[config.mk]
export PLATFORM = sky130hd
export DESIGN_NAME = alu_req_sequencer
export DESIGN_NICKNAME = d
export VERILOG_FILES = /design/src/rtl/alu_seq_pkg.sv /design/src/rtl/alu_result_mux.sv /design/src/rtl/alu_req_sequencer.sv
export SDC_FILE = /design/constraint.sdc
export NUM_CORES = 1
export LEC_CHECK = 0
export CAP_MARGIN = 10
export CORE_UTILIZATION = 43
export DETAILED_ROUTE_END_ITERATION = 6
export PLACE_DENSITY = 0.8
export SYNTH_ARGS = -nofsm -noshare
export SYNTH_HDL_FRONTEND = slang
export SYNTH_SLANG_ARGS = --single-unit
[constraint.sdc]
create_clock -name CLK -period 4.4 [get_ports CLK]
set_clock_uncertainty 0.05 [all_clocks]
set_input_delay 1.32 -clock CLK [delete_from_list [all_inputs] [get_ports CLK]]
set_output_delay 1.32 -clock CLK [all_outputs]
set_load 0.05 [all_outputs]
[src/rtl/alu_seq_pkg.sv]
// Shared encodings and helpers for the ALU request sequencer.
package alu_seq_pkg;

   // Sequencer FSM states
   typedef enum logic [1:0] {
      ST_IDLE  = 2'b00,
      ST_ISSUE = 2'b01,
      ST_WAIT  = 2'b10,
      ST_RESP  = 2'b11
   } state_t;

   // Responding unit encodings (also REQ_FUNC[3:2])
   localparam logic [1:0] UNIT_ARITH = 2'b00;
   localparam logic [1:0] UNIT_LOGIC = 2'b01;
   localparam logic [1:0] UNIT_CMP   = 2'b10;
   localparam logic [1:0] UNIT_SHIFT = 2'b11;

   // Response error codes
   localparam logic [1:0] ERR_OK   = 2'b00;
   localparam logic [1:0] ERR_TMO  = 2'b01;
   localparam logic [1:0] ERR_FLAG = 2'b10;
   localparam logic [1:0] ERR_DIV0 = 2'b11;

   // Divide opcode, the only one with an operand precondition
   localparam logic [3:0] FUNC_DIV = 4'b0011;

   // Flag vector order: {Shift, CMP, Logic, Arith}; returns the one flag a unit should raise
   function automatic logic [3:0] unit_onehot(input logic [1:0] unit);
      return 4'b0001 << unit;
   endfunction

   // Saturating 16-bit increment for the statistics counters
   function automatic logic [15:0] sat_inc16(input logic [15:0] value);
      return (value == 16'hFFFF) ? value : value + 16'd1;
   endfunction

endpackage

[src/rtl/alu_result_mux.sv]
// Selects the result of the expected ALU unit, zero-extends it to 32 bits and
// classifies the flag pattern as a clean hit or a mismatch.
module alu_result_mux
   import alu_seq_pkg::*;
(
   input  logic [1:0]  unit,
   input  logic [3:0]  flags,
   input  logic [31:0] arith_out,
   input  logic [15:0] logic_out,
   input  logic [2:0]  cmp_out,
   input  logic [15:0] shift_out,
   output logic        hit,
   output logic        mismatch,
   output logic [31:0] data
);

   logic [3:0] expected;

   // Flag check against the expected unit, then zero-extended unit select
   always_comb begin
      expected = unit_onehot(unit);
      // hit only when the expected flag is the sole flag raised
      hit      = (flags == expected);
      // any foreign flag is an error even if the expected one is also high
      mismatch = |(flags & ~expected);
      data     = 32'd0;
      case (unit)
         UNIT_ARITH: data = arith_out;
         UNIT_LOGIC: data = {16'd0, logic_out};
         UNIT_CMP:   data = {29'd0, cmp_out};
         default:    data = {16'd0, shift_out};
      endcase
   end

endmodule

[src/rtl/alu_req_sequencer.sv]
// Initiator-side controller for ALU_TOP: accepts a request, drives the ALU,
// waits for the answering unit's flag, checks it and returns a tagged response.
module alu_req_sequencer
   import alu_seq_pkg::*;
#(
   parameter int DW      = 16,
   parameter int TIMEOUT = 8,
   parameter int TAGW    = 4
) (
   input  logic            CLK,
   input  logic            RST,
   input  logic            REQ_VALID,
   output logic            REQ_READY,
   input  logic [DW-1:0]   REQ_A,
   input  logic [DW-1:0]   REQ_B,
   input  logic [3:0]      REQ_FUNC,
   input  logic [TAGW-1:0] REQ_TAG,
   output logic [DW-1:0]   ALU_A,
   output logic [DW-1:0]   ALU_B,
   output logic [3:0]      ALU_FUNC,
   input  logic [31:0]     Arith_OUT,
   input  logic            Carry_OUT,
   input  logic            Arith_Flag,
   input  logic [15:0]     Logic_OUT,
   input  logic            Logic_Flag,
   input  logic [2:0]      CMP_OUT,
   input  logic            CMP_Flag,
   input  logic [15:0]     Shift_OUT,
   input  logic            Shift_Flag,
   output logic            RSP_VALID,
   input  logic            RSP_READY,
   output logic [31:0]     RSP_DATA,
   output logic            RSP_CARRY,
   output logic [1:0]      RSP_UNIT,
   output logic [1:0]      RSP_ERR,
   output logic [TAGW-1:0] RSP_TAG,
   output logic [15:0]     OP_CNT,
   output logic [15:0]     ERR_CNT
);

   localparam logic [7:0] TMO_LIM = 8'(TIMEOUT);

   state_t      state_q, state_d;
   logic [7:0]  cnt_q, cnt_d;
   logic        accept, div0, rsp_load, rsp_done;
   logic [31:0] rsp_data_d;
   logic        rsp_carry_d;
   logic [1:0]  rsp_unit_d, rsp_err_d;
   logic        hit, mismatch;
   logic [31:0] mux_data;
   logic [1:0]  exp_unit;

   // While waiting, ALU_FUNC still holds the opcode of the request in flight
   assign exp_unit  = ALU_FUNC[3:2];
   assign RSP_VALID = (state_q == ST_RESP);

   alu_result_mux u_mux (
      .unit      (exp_unit),
      .flags     ({Shift_Flag, CMP_Flag, Logic_Flag, Arith_Flag}),
      .arith_out (Arith_OUT),
      .logic_out (Logic_OUT),
      .cmp_out   (CMP_OUT),
      .shift_out (Shift_OUT),
      .hit       (hit),
      .mismatch  (mismatch),
      .data      (mux_data)
   );

   // Next-state, wait counter and response load decisions
   always_comb begin
      state_d     = state_q;
      cnt_d       = cnt_q;
      accept      = 1'b0;
      div0        = 1'b0;
      rsp_load    = 1'b0;
      rsp_done    = 1'b0;
      rsp_data_d  = 32'd0;
      rsp_carry_d = 1'b0;
      rsp_unit_d  = exp_unit;
      rsp_err_d   = ERR_OK;
      case (state_q)
         ST_IDLE: begin
            if (REQ_VALID && REQ_READY) begin
               accept = 1'b1;
               if ((REQ_FUNC == FUNC_DIV) && (REQ_B == '0)) begin
                  // Short-circuit: the ALU is never driven with a zero divisor
                  div0       = 1'b1;
                  rsp_load   = 1'b1;
                  rsp_err_d  = ERR_DIV0;
                  rsp_unit_d = UNIT_ARITH;
                  state_d    = ST_RESP;
               end else begin
                  state_d = ST_ISSUE;
               end
            end
         end
         ST_ISSUE: begin
            cnt_d   = 8'd0;
            state_d = ST_WAIT;
         end
         ST_WAIT: begin
            if (hit) begin
               rsp_load    = 1'b1;
               rsp_data_d  = mux_data;
               rsp_carry_d = (exp_unit == UNIT_ARITH) && Carry_OUT;
               state_d     = ST_RESP;
            end else if (mismatch) begin
               rsp_load  = 1'b1;
               rsp_err_d = ERR_FLAG;
               state_d   = ST_RESP;
            end else if (cnt_q == TMO_LIM) begin
               rsp_load  = 1'b1;
               rsp_err_d = ERR_TMO;
               state_d   = ST_RESP;
            end else begin
               cnt_d = cnt_q + 8'd1;
            end
         end
         ST_RESP: begin
            if (RSP_READY) begin
               rsp_done = 1'b1;
               state_d  = ST_IDLE;
            end
         end
         default: state_d = ST_IDLE;
      endcase
   end

   // State register; REQ_READY is registered so it stays low for the first cycle out of reset
   always_ff @(posedge CLK) begin
      if (!RST) begin
         state_q   <= ST_IDLE;
         cnt_q     <= 8'd0;
         REQ_READY <= 1'b0;
      end else begin
         state_q   <= state_d;
         cnt_q     <= cnt_d;
         REQ_READY <= (state_d == ST_IDLE);
      end
   end

   // ALU drive, response capture and saturating statistics
   always_ff @(posedge CLK) begin
      if (!RST) begin
         ALU_A     <= '0;
         ALU_B     <= '0;
         ALU_FUNC  <= 4'd0;
         RSP_DATA  <= 32'd0;
         RSP_CARRY <= 1'b0;
         RSP_UNIT  <= 2'd0;
         RSP_ERR   <= 2'd0;
         RSP_TAG   <= '0;
         OP_CNT    <= 16'd0;
         ERR_CNT   <= 16'd0;
      end else begin
         if (accept) begin
            RSP_TAG <= REQ_TAG;
         end
         if (accept && !div0) begin
            ALU_A    <= REQ_A;
            ALU_B    <= REQ_B;
            ALU_FUNC <= REQ_FUNC;
         end
         if (rsp_load) begin
            RSP_DATA  <= rsp_data_d;
            RSP_CARRY <= rsp_carry_d;
            RSP_UNIT  <= rsp_unit_d;
            RSP_ERR   <= rsp_err_d;
         end
         if (rsp_done) begin
            OP_CNT <= sat_inc16(OP_CNT);
            if (RSP_ERR != ERR_OK) begin
               ERR_CNT <= sat_inc16(ERR_CNT);
            end
         end
      end
   end

endmodule

# ---- Word-level counts from Yosys, hierarchy flattened
# Index checks and enable logic that the tools add are counted.
dict set report op_classes {
  n_bitwise 4
  addsub 3
  shifts 1
  reduce_logical 15
  eq_ne 13
  muxes 36
}
# cell count
set op_table {}
lappend op_table {{$pmux W32 S3} 1}
lappend op_table {{$mux W32} 2}
lappend op_table {{$add A16 B1 Y16 const B} 2}
lappend op_table {{$eq A16 B16 Y1 const B} 2}
lappend op_table {{$mux W2} 13}
lappend op_table {{$mux W8} 3}
lappend op_table {{$logic_not A16 Y1} 1}
lappend op_table {{$pmux W8 S2} 1}
lappend op_table {{$mux W1} 13}
lappend op_table {{$add A8 B1 Y8 const B} 1}
lappend op_table {{$eq A8 B4 Y1 const B} 1}
lappend op_table {{$pmux W2 S4} 1}
lappend op_table {{$eq A2 B2 Y1 const B} 3}
lappend op_table {{$logic_not A2 Y1} 3}
lappend op_table {{$ne A2 B2 Y1 const B} 3}
lappend op_table {{$and A4 B4 Y4} 1}
lappend op_table {{$eq A2 B1 Y1 const B} 2}
lappend op_table {{$eq A4 B2 Y1 const B} 1}
lappend op_table {{$eq A4 B4 Y1} 1}
lappend op_table {{$logic_and A1 B1 Y1} 4}
lappend op_table {{$not A4 Y4} 1}
lappend op_table {{$pmux W2 S2} 1}
lappend op_table {{$reduce_and A4 Y1} 1}
lappend op_table {{$reduce_bool A2 Y1} 2}
lappend op_table {{7 further kinds} 8}
dict set report totals {
  word_cells 85
  out_inout_bits 111
  inputBits 116
  register_bits 120
}

# ---- Logic depth before layout (Yosys ltp)
dict set report logic_depth {
  depth_word 8
  depth_mapped 10
  ltp_nobuf 7
}

# ---- Modules after synthesis
# A second synthesis with hierarchy kept.
dict set report unflattened {
  cells_unflattened 612
  area_unflattened_um2 5636.7
}
# module n_inst cells_each area_each_um2 seq_area_each_um2
set modules_own_cells {}
lappend modules_own_cells {alu_req_sequencer 1 548 5069.9 2402.3}
lappend modules_own_cells {alu_result_mux 1 64 566.8 0.0}

# ---- Least setup slack after synthesis
# Ideal clock, no wire load.
dict set report synth_timing {
  path_type {register to register}
  start {register ALU_FUNC[2]}
  end {register cnt_q[7]}
  path_buffers 3
  required_time_ps 4279
  arrival_time_ps 3343
  synth_period_minus_slack_ps 3464
  path_slack_ps 936
  path_stages_with_launch 10
  cell_sequence {dfxtp_1 buf_1 clkbuf_1 nand2b_1 ha_1 or4_4 buf_6 or4b_4 or4_1 a21oi_1}
}
dict set report synth_via {
  elab_chain_len 6
  elab_cells_between_ends 8
  classes_between {3 x eq/ne; 1 x shift; 2 x bitwise; 2 x reduce/logical}
}
# item line_no
set synth_lines {}
lappend synth_lines {{from (decl)} alu_req_sequencer.sv:20} ;# output logic [3:0] ALU_FUNC,
lappend synth_lines {{from (signal assigned)} alu_req_sequencer.sv:147} ;# ALU_FUNC <= 4'd0;
lappend synth_lines {{from (signal assigned)} alu_req_sequencer.sv:162} ;# ALU_FUNC <= REQ_FUNC;
lappend synth_lines {{$shl A1 B2 Y4 (*)} alu_seq_pkg.sv:29} ;# return 4'b0001 << unit;
lappend synth_lines {{$not A4 Y4} alu_result_mux.sv:25} ;# mismatch = |(flags & ~expected);
lappend synth_lines {{$and A4 B4 Y4} alu_result_mux.sv:25}
lappend synth_lines {{$reduce_or A4 Y1} alu_result_mux.sv:25}
lappend synth_lines {{$ne A2 B2 Y1 (no source line)} n/a}
lappend synth_lines {{$reduce_and A4 Y1 (no source line) (*)} n/a}
lappend synth_lines {{to (signal assigned)} alu_req_sequencer.sv:137} ;# cnt_q <= cnt_d;
lappend synth_lines {{to (decl)} alu_req_sequencer.sv:44} ;# logic [7:0] cnt_q, cnt_d;
# Mark *: on every way between the ends. The rest lies on a longest branch, timed or not.
# A chain may end at the register's enable or synchronous reset.

# ---- Worst setup path after layout
dict set report layout_timing {
  start {input Arith_Flag}
  end {register cnt_q[7]}
}
dict set report layout_via {
  elab_chain_len 4
  elab_cells_between_ends 6
  classes_between {3 x eq/ne; 1 x bitwise; 2 x reduce/logical}
}
# item line_no
set layout_lines {}
lappend layout_lines {{from (decl)} alu_req_sequencer.sv:23} ;# input logic Arith_Flag,
lappend layout_lines {{$and A4 B4 Y4} alu_result_mux.sv:25}
lappend layout_lines {{$reduce_or A4 Y1} alu_result_mux.sv:25}
lappend layout_lines {{$ne A2 B2 Y1 (no source line)} n/a}
lappend layout_lines {{$reduce_and A4 Y1 (no source line) (*)} n/a}
# Marked as above.

==> metrics.csv <==
metric,value,unit
ant_nets,0,
synth_cell_types,52,
path_clk_slew,0.05,ns
cts_buffer_depth,2,
cp_data_arrival_time,3.70,ns
synth_fa_ha_area_share,1.80,%
status,finished clean,
reg2regPathDepth,9,
finalHoldViolCount,0,
cts_buffers,17,
final_nets,952,
initial_core_util,44.0,%
core,12600,µm²
area_delta_synth_final,54.5,%
ctsResizeCount,0,
synth_simple_gate_area_share,21.9,%
avgSynthCellArea,8.96,µm²
cts_hold_buf,0,
end_kind,flip-flop,
multi_input_area,2950,µm²
final_common_cell,clkdlybuf4s50_1,
max_cap_violations,0,
path_class,input pin to flip-flop,
rsz0062_at_grt,false,
via_per_inst,5.51,
track_usage,25.3,%
clk_latency,0.41,ns
ys_ff_latch,120,
ys_seq_area_share,43.2,%
die_x,116,µm
io_pins,227,
final-seq-area,2400,µm²
drt-initial-drc-count,346,
min_period,3.41,ns
synth_edf_count,0,
grt_pass1_wl,26200,µm
yosys.area.top_type_share,43.2,%
drive_gt1_share,7.02,%
start_kind,input pin,
gp_congestion,0.867,
cts-root-buf,clkbuf_16,
cts_tree,yes,
postCtsSetupBuffers,0,
crit_path_max_fanout,8,
fillCellCount,1037,
r2r-end,cnt_q[7],
critical_path.endpoint,cnt_q[7],
cp_top_family,simple AND/OR/NAND/NOR gates,
synth_xor_xnor_area_share,0.473,%
crit_start,Arith_Flag,
min_period_over_period,77.6,%
synth_top_family_by_area,simple AND/OR/NAND/NOR gates,
fmax,0.293,GHz
h-tree-depth,4,
synth.largest_area_cell,dfxtp_1,
leakage,0.00302,µW
design.die.area,13400,µm²
ys_async_sr_fraction,0,%
slew_viol_final,0,
synth_compound_area_share,15.1,%
num_vias,5586,
synthTopCellsByArea,"dfxtp_1 43%, mux2i_1 9.7%, nand2_1 9.0%, a32o_1 3.6%, mux2_2 2.6%",
cp_slowest_cell,or4_4,
whs,0.401,ns
numPortBuffers,226,
crit_buf_inv,1,
yosysWarnings,0,
grt_max_degree,80,
required,4.69,ns
die_y,116,µm
worst_slew_margin_rel,26.0,%
ys.flop_type,dfxtp_1,
antennaDiodeCount,0,
holdCritPathClass,flip-flop to flip-flop,
gr-total-overflow,0,
crit_cells,6,
powerDensity,371,nW/µm²
crit_path_cell_trace,clkdlybuf4s50_1 > ha_1 > or4_4 > or4b_4 > or4_1 > a21oi_1,
cts_sinks,120,
antenna_found_initial,0,
grt_pass1_vias,5247,
timing.reg2reg.setup_slack,1.40,ns
syn_nets,744,
layout_common_cells,"225 x clkdlybuf4s50_1, 134 x nand2_1, 120 x dfxtp_1, 54 x mux2i_1, 24 x a21oi_1",
timing_worst_slew_pin_value,1.10,ns
setup_viol,0,
r2r-start,ALU_FUNC[2],
syn_inst,620,
drc,0,
first_pass_iters,6,
tns,0,ns
final_core_util,68.0,%
num_rows,41,
synthesis.area,5560,µm²
wl_per_cell,16.6,µm
max_stage_delay,0.59,ns
hpwl,12100,µm
ir_worst_vdd,0.292,mV
synthMuxAreaShare,13.6,%
routed_wl,16900,µm
-- worst reg2reg max path, stage by stage (launching register included) --
cell and delay, ns:
dfxtp_1 0.29, buf_4 0.21, nor2_1 0.13, buf_4 0.22
inv_1 0.07, ha_1 0.17, or4_4 0.59, or4b_4 0.56
or4_1 0.47, a21oi_1 0.16
-- stage by stage --
step | instances | power [µW] | setup WS [ns] | instance area (µm²)
final | 1013 | 3180 | 0.987 | 8590
after global routing | 1013 | 3290 | 0.884 | 8590
after CTS | 1013 | 3200 | 1.01 | 8580
after detailed placement | 981 | 1660 | 0.570 | 7920
after global placement | 981 | 1650 | 0.589 | 7920
after floorplan | 620 | 1440 | 0.936 | 5560
-- metal layers --
layer	wire length (µm)	track usage [%]	vias to the layer above
met3	1180	7.95	47
met4	576	12.4	0
met5	0	0	-
met2	8160	40.9	215
met1	6930	30.4	2632
li1	-	-	2692
-- kinds of logic (layout without fill, tap and decap cells) --
group	Yosys count	after routing
xor+xnor	3	3
fa+ha+maj	8	8
flops	120	120
mux	70	70
buf+inv	55	276
compound gates	115	115
simple gates	249	249
-- power by group --
group	leakage [µW]	switching (µW)	internal [µW]	total, µW
registers	0.000970	25.2	1120	1150
clock network	0.000324	479	1060	1540
logic	0.00172	270	223	493
-- registers in the layout, indices dropped and copies added, names as in the netlist --
signal     cells
RSP_DATA      32
ALU_A         16
cnt_q          8
ALU_FUNC       4
RSP_UNIT       2
REQ_READY      1
state_q        2
OP_CNT        16
ALU_B         16
RSP_CARRY      1
ERR_CNT       16
RSP_TAG        4
RSP_ERR        2
-- how the worst min path moves through the flow --
stage / from / depth (start not counted) / end
floorplan: cnt_q[7] / 2 / cnt_q[7]
global placement: ALU_A[14] / 2 / ALU_A[14]
detailed placement: ALU_A[6] / 2 / ALU_A[6]
CTS: ALU_A[6] / 2 / ALU_A[6]
global route: ALU_A[12] / 2 / ALU_A[12]
finish: ALU_A[6] / 2 / ALU_A[6]
-- final cells by class --
type / count / area share (%)
clock buffers: 24 / 5.73
clock inverters: 8 / 1.92
well taps: 172 / 2.51
inverters: 11 / 0.481
multi-input cells: 445 / 34.3
repair buffers: 233 / 27.1
flip-flops and latches: 120 / 28.0
-- cells in the mapped netlist (15+ instances only) --
| cell | instances |
|---|---|
| a21oi_1 | 24 |
| a32o_1 | 20 |
| clkbuf_1 | 37 |
| dfxtp_1 | 120 |
| mux2i_1 | 54 |
| nand2_1 | 134 |
| nand2b_1 | 18 |
| nand3_1 | 19 |
| o22ai_1 | 15 |
Note: power is estimated with default switching activity, not from simulation.
